$ cat config.mk
export PLATFORM = sky130hd
export DESIGN_NAME = uart_tx_fifo
export DESIGN_NICKNAME = d
export VERILOG_FILES = /design/src/rtl/uart_tx_fifo.sv
export SDC_FILE = /design/constraint.sdc
export NUM_CORES = 1
export LEC_CHECK = 0
export CAP_MARGIN = 20
export CORE_ASPECT_RATIO = 0.7
export CORE_MARGIN = 2
export CORE_UTILIZATION = 25
export DETAILED_ROUTE_END_ITERATION = 8
export PLACE_DENSITY = 0.43
export SYNTH_ARGS = -nofsm -noshare
export SYNTH_HDL_FRONTEND = slang
export SYNTH_SLANG_ARGS = --single-unit
$ cat constraint.sdc
create_clock -name sclk -period 4.5 [get_ports sclk]
set_clock_uncertainty 0.15 [all_clocks]
set_input_delay 0.45 -clock sclk [delete_from_list [all_inputs] [get_ports sclk]]
set_output_delay 0.45 -clock sclk [all_outputs]
set_load 0.03 [all_outputs]
$ cat src/rtl/uart_tx_fifo.sv
// rtl/uart_tx_fifo.sv - byte FIFO draining into the UART controller's trigger/done handshake
// Flags dropped pushes (overflow) and a controller that never reports tx_done (timeout_err).
module uart_tx_fifo #(
  parameter int unsigned DEPTH        = 16,
  parameter int unsigned DONE_TIMEOUT = 100_000
) (
  input  logic                       sclk,
  input  logic                       rst,
  input  logic                       wr_en,
  input  logic [7:0]                 wr_data,
  input  logic                       err_clr,
  output logic                       full,
  output logic                       empty,
  output logic [$clog2(DEPTH+1)-1:0] level,
  output logic                       overflow,
  output logic                       tx_trigger,
  output logic [7:0]                 tx_byte,
  input  logic                       tx_done,
  output logic                       busy,
  output logic                       timeout_err
);

  localparam int LW = $clog2(DEPTH + 1);
  localparam int PW = $clog2(DEPTH);

  localparam logic [LW-1:0] LVL_ONE   = LW'(1);
  localparam logic [LW-1:0] LVL_DEPTH = LW'(DEPTH);
  localparam logic [PW-1:0] PTR_ONE   = PW'(1);
  localparam logic [31:0]   TO_LAST   = 32'(DONE_TIMEOUT - 1);

  localparam logic [0:0] ST_IDLE = 1'b0;
  localparam logic [0:0] ST_WAIT = 1'b1;

  logic [7:0]    mem [DEPTH];
  logic [PW-1:0] wr_ptr;
  logic [PW-1:0] rd_ptr;
  logic [0:0]    state;
  logic [31:0]   to_cnt;
  logic          push;
  logic          pop;
  logic          to_hit;

  assign full  = (level == LVL_DEPTH);
  assign empty = (level == '0);
  assign busy  = (state == ST_WAIT);

  // A full FIFO refuses a push even when a pop frees a slot on the same edge.
  assign push   = wr_en && !full;
  assign pop    = (state == ST_IDLE) && (level != '0);
  assign to_hit = (state == ST_WAIT) && !tx_done && (DONE_TIMEOUT != 0) && (to_cnt == TO_LAST);

  always_ff @(posedge sclk) begin
    if (push) begin
      mem[wr_ptr] <= wr_data;
    end
  end

  always_ff @(posedge sclk) begin
    if (rst) begin
      wr_ptr      <= '0;
      rd_ptr      <= '0;
      level       <= '0;
      state       <= ST_IDLE;
      to_cnt      <= '0;
      tx_trigger  <= 1'b0;
      tx_byte     <= 8'hFF;
      overflow    <= 1'b0;
      timeout_err <= 1'b0;
    end else begin
      if (push) begin
        wr_ptr <= wr_ptr + PTR_ONE;
      end
      if (pop) begin
        rd_ptr  <= rd_ptr + PTR_ONE;
        tx_byte <= mem[rd_ptr];
      end

      if (push && !pop) begin
        level <= level + LVL_ONE;
      end else if (pop && !push) begin
        level <= level - LVL_ONE;
      end

      // New error events take priority over a simultaneous clear.
      if (wr_en && full) begin
        overflow <= 1'b1;
      end else if (err_clr) begin
        overflow <= 1'b0;
      end
      if (to_hit) begin
        timeout_err <= 1'b1;
      end else if (err_clr) begin
        timeout_err <= 1'b0;
      end

      tx_trigger <= pop;

      case (state)
        ST_IDLE: begin
          if (pop) begin
            state  <= ST_WAIT;
            to_cnt <= '0;
          end
        end
        default: begin
          if (to_cnt != '1) begin
            to_cnt <= to_cnt + 32'd1;
          end
          // On timeout the byte is treated as sent; no retry.
          if (tx_done || to_hit) begin
            state <= ST_IDLE;
          end
        end
      endcase
    end
  end

endmodule

==> flow_metrics.env <==
export IMPL_grt_pass1_vias=4835
export IMPL_core_area_um2=31150
export IMPL_ys_types=63
export IMPL_synth_top_family_by_area="simple AND/OR/NAND/NOR gates"
export IMPL_stdcell_count=1034
export IMPL_start_kind="flip-flop"
export IMPL_critPathArrivalTime_ps=3300
export IMPL_cp_required_ps=4730
export IMPL_yosys_top_cells_area="edfxtp_1 (49%), dfxtp_1 (14%), mux4_2 (11%)"
export IMPL_yosys_area_share_simple=0.1236
export IMPL_holdPathStages=2
export IMPL_synthesis_nets=592
export IMPL_maxCapViolations=0
export IMPL_synth_edf_count=128
export IMPL_cts_sinks=185
export IMPL_tns_ps=0
export IMPL_powerDensity_nw_per_um2=533.0
export IMPL_clkTransAtPathRegs_ps=70
export IMPL_synth_area_um2=7899
export IMPL_synthAdderAreaFrac=0.01837
export IMPL_cp_slowest_cell="nor4_1"
export IMPL_period_needed_ps=3073
export IMPL_cpPeakStageDelay_ps=550
export IMPL_synth_commonest_cells="edfxtp_1 (128), dfxtp_1 (57), nand2_1 (44)"
export IMPL_synth_avg_cell_area_um2=13.91
export IMPL_dp_slack_ps=1074
export IMPL_vias=4872
export IMPL_critPathCaptureType="flip-flop"
export IMPL_drc_errors=0
export IMPL_synthCells=568
export IMPL_rsz0062_at_grt="false"
export IMPL_fin_crit_sh=0.6830
export IMPL_clock_path_buffers=2
export IMPL_wl_per_cell_um=18.44
export IMPL_cp_max_fo=6
export IMPL_power_leakage_nw=2.858
export IMPL_synth_largest_area_cell="edfxtp_1"
export IMPL_synth_warnings=0
export IMPL_worst_slew_pin_slew_ps=1125
export IMPL_overflow=0
export IMPL_ys_flop_type="edfxtp_1"
export IMPL_root_buffer="clkbuf_16"
export IMPL_h_tree_depth=4
export IMPL_antenna_found_initial=0
export IMPL_grt_max_degree=33
export IMPL_numCtsBuffers=17
export IMPL_async_flop_share=0
export IMPL_n_antenna_cell=0
export IMPL_cpMostUsedCell="a21oi_1"
export IMPL_vias_per_cell=4.712
export IMPL_nNetsFinal=625
export IMPL_cts_resized=0
export IMPL_slew_headroom=0.2463
export IMPL_synth_top_area_frac=0.4866
export IMPL_max_freq_ghz=0.3254
export IMPL_outcome="finished, final reports clean"
export IMPL_synth_mux_area_frac=0.1148
export IMPL_initial_core_util=0.2536
export IMPL_fp_dieH_um=152.7
export IMPL_synth_xor_area_frac=0.01109
export IMPL_postRouteAntennaNets=0
export IMPL_fin_ws_ps=1427
export IMPL_rows=54
export IMPL_grt_usage=0.1196
export IMPL_drv_slew=0
export IMPL_clk_latency_ps=450
export IMPL_drive_gt1_frac=0.1726
export IMPL_ioPinCount=32
export IMPL_tritoncts="done"
export IMPL_dieWidth_um=216.5
export IMPL_postCtsSetupRepairBufs=0
export IMPL_hp_class="input pin to flip-flop"
export IMPL_final_hold_viol_count=0
export IMPL_crit_chain="nor4_1, a21oi_1, inv_2, ha_1, inv_1, fa_1, a21o_1, a21oi_1, xnor2_1, or3_1, a21oi_1"
export IMPL_peakVddDrop_mv=0.2304
export IMPL_seq_area_frac_synth=0.6311
export IMPL_io_buffers=31
export IMPL_r2r_cells=11
export IMPL_finalSetupViolCount=0
export IMPL_synth_most_common_cell="edfxtp_1"
export IMPL_path_buf_inv=2
export IMPL_fill_cells=3111
export IMPL_critical_path_top_delay_family="simple AND/OR/NAND/NOR gates"
export IMPL_crit_type="flip-flop to flip-flop"
export IMPL_grt_pass1_wl_um=29520
export IMPL_cts_hold_buf=0
export IMPL_ys_seq_elements=185
export IMPL_first_pass_iters=5
export IMPL_drt_wl_total_um=19070
export IMPL_areaGrowthSynthToFinish_pct=18.14
export IMPL_gp_congestion=0.7784
export IMPL_fp_dieArea_um2=33060
export IMPL_dp_cells=1001
export IMPL_synth_compound_area_frac=0.07683
export IMPL_dp_hpwl_um=12990
export IMPL_drt_initial_drc_count=411
export IMPL_path_depth=11
==> placed cells by master, fill, tap and decap left out, types with 5 or more instances in the layout <==
cell type	instances
a211oi_1	5
a21oi_1	36
and3_1	5
buf_4	13
clkbuf_16	17
clkdlybuf4s50_1	30
dfxtp_1	56
edfxtp_1	128
ha_1	10
inv_1	11
mux4_2	38
nand2_1	44
nand2b_1	9
nand3_1	20
nand4_1	14
nor2_1	40
nor3_1	14
nor4_1	7
o21ai_0	9
or3_1	9
or4_1	9
xnor2_1	5
xor2_1	5
==> through the flow <==
step / total power (W) / utilization / instance area [um^2] / hold slack [ps]
detailed placement: 0.003443 / 0.2794 / 8702 / 313.5
CTS: 0.005033 / 0.2993 / 9324 / 276.4
finish: 0.004974 / 0.2996 / 9331 / 294.3
global placement: 0.003388 / 0.2785 / 8675 / 301.8
global route: 0.005234 / 0.2996 / 9331 / 305.9
floorplan: 0.002955 / - / 7899 / 310.1
==> state kept, by name (all words and copies together), names as in the netlist <==
| name | count |
|---|---|
| mem | 128 |
| to_cnt | 32 |
| tx_byte | 8 |
| level | 5 |
| rd_ptr | 4 |
| wr_ptr | 4 |
| busy | 1 |
| overflow | 1 |
| timeout_err | 1 |
| tx_trigger | 1 |
==> worst paths after layout <==
check,startpoint,end,slack [ps]
max,level[0],level[4],1430
min,rst,overflow,290
max reg2reg,level[0],level[4],1430
min reg2reg,tx_byte[6],tx_byte[6],320
==> final cells by class <==
type	count	area [um^2]	area share
clock inverter	15	196.4	0.02105
timing repair buffer	45	430.4	0.04612
inverter	12	45.04	0.004827
multi-input combinational	340	2723	0.2918
sequential	185	4986	0.5343
tap	420	525.5	0.05632
clock buffer	17	425.4	0.04559
==> worst register-to-register path: stages (launching register included) <==
cell	delay [ps]
dfxtp_1	390
nor4_1	550
a21oi_1	240
inv_2	100
ha_1	180
inv_1	110
fa_1	420
a21o_1	170
a21oi_1	180
xnor2_1	90
or3_1	300
a21oi_1	130
==> where the power goes <==
| group | total (W) | internal [W] | switching (W) |
|---|---|---|---|
| Sequential | 0.00203 | 0.00192 | 0.000110 |
| Combinational | 0.00137 | 0.000560 | 0.000807 |
| Clock | 0.00158 | 0.000850 | 0.000731 |
==> cells by family after synthesis <==
kind of cell,count (synthesis)
AND/OR/NAND/NOR,188
flip-flops,185
AO/OA/AOI/OAI,88
buffers and inverters,43
multiplexers,43
adder cells (fa/ha/maj),11
XOR/XNOR,10
==> per-layer routing <==
metal | part of all wire | vias up | GRT usage
met2 | 0.43 | 92 | 0.1746
li1 | - | 2292 | -
met4 | 0.012 | 0 | 0.03229
met5 | 0 | - | 0
met1 | 0.51 | 2476 | 0.1719
met3 | 0.046 | 12 | 0.03533
(Power assumes the default switching activity.)
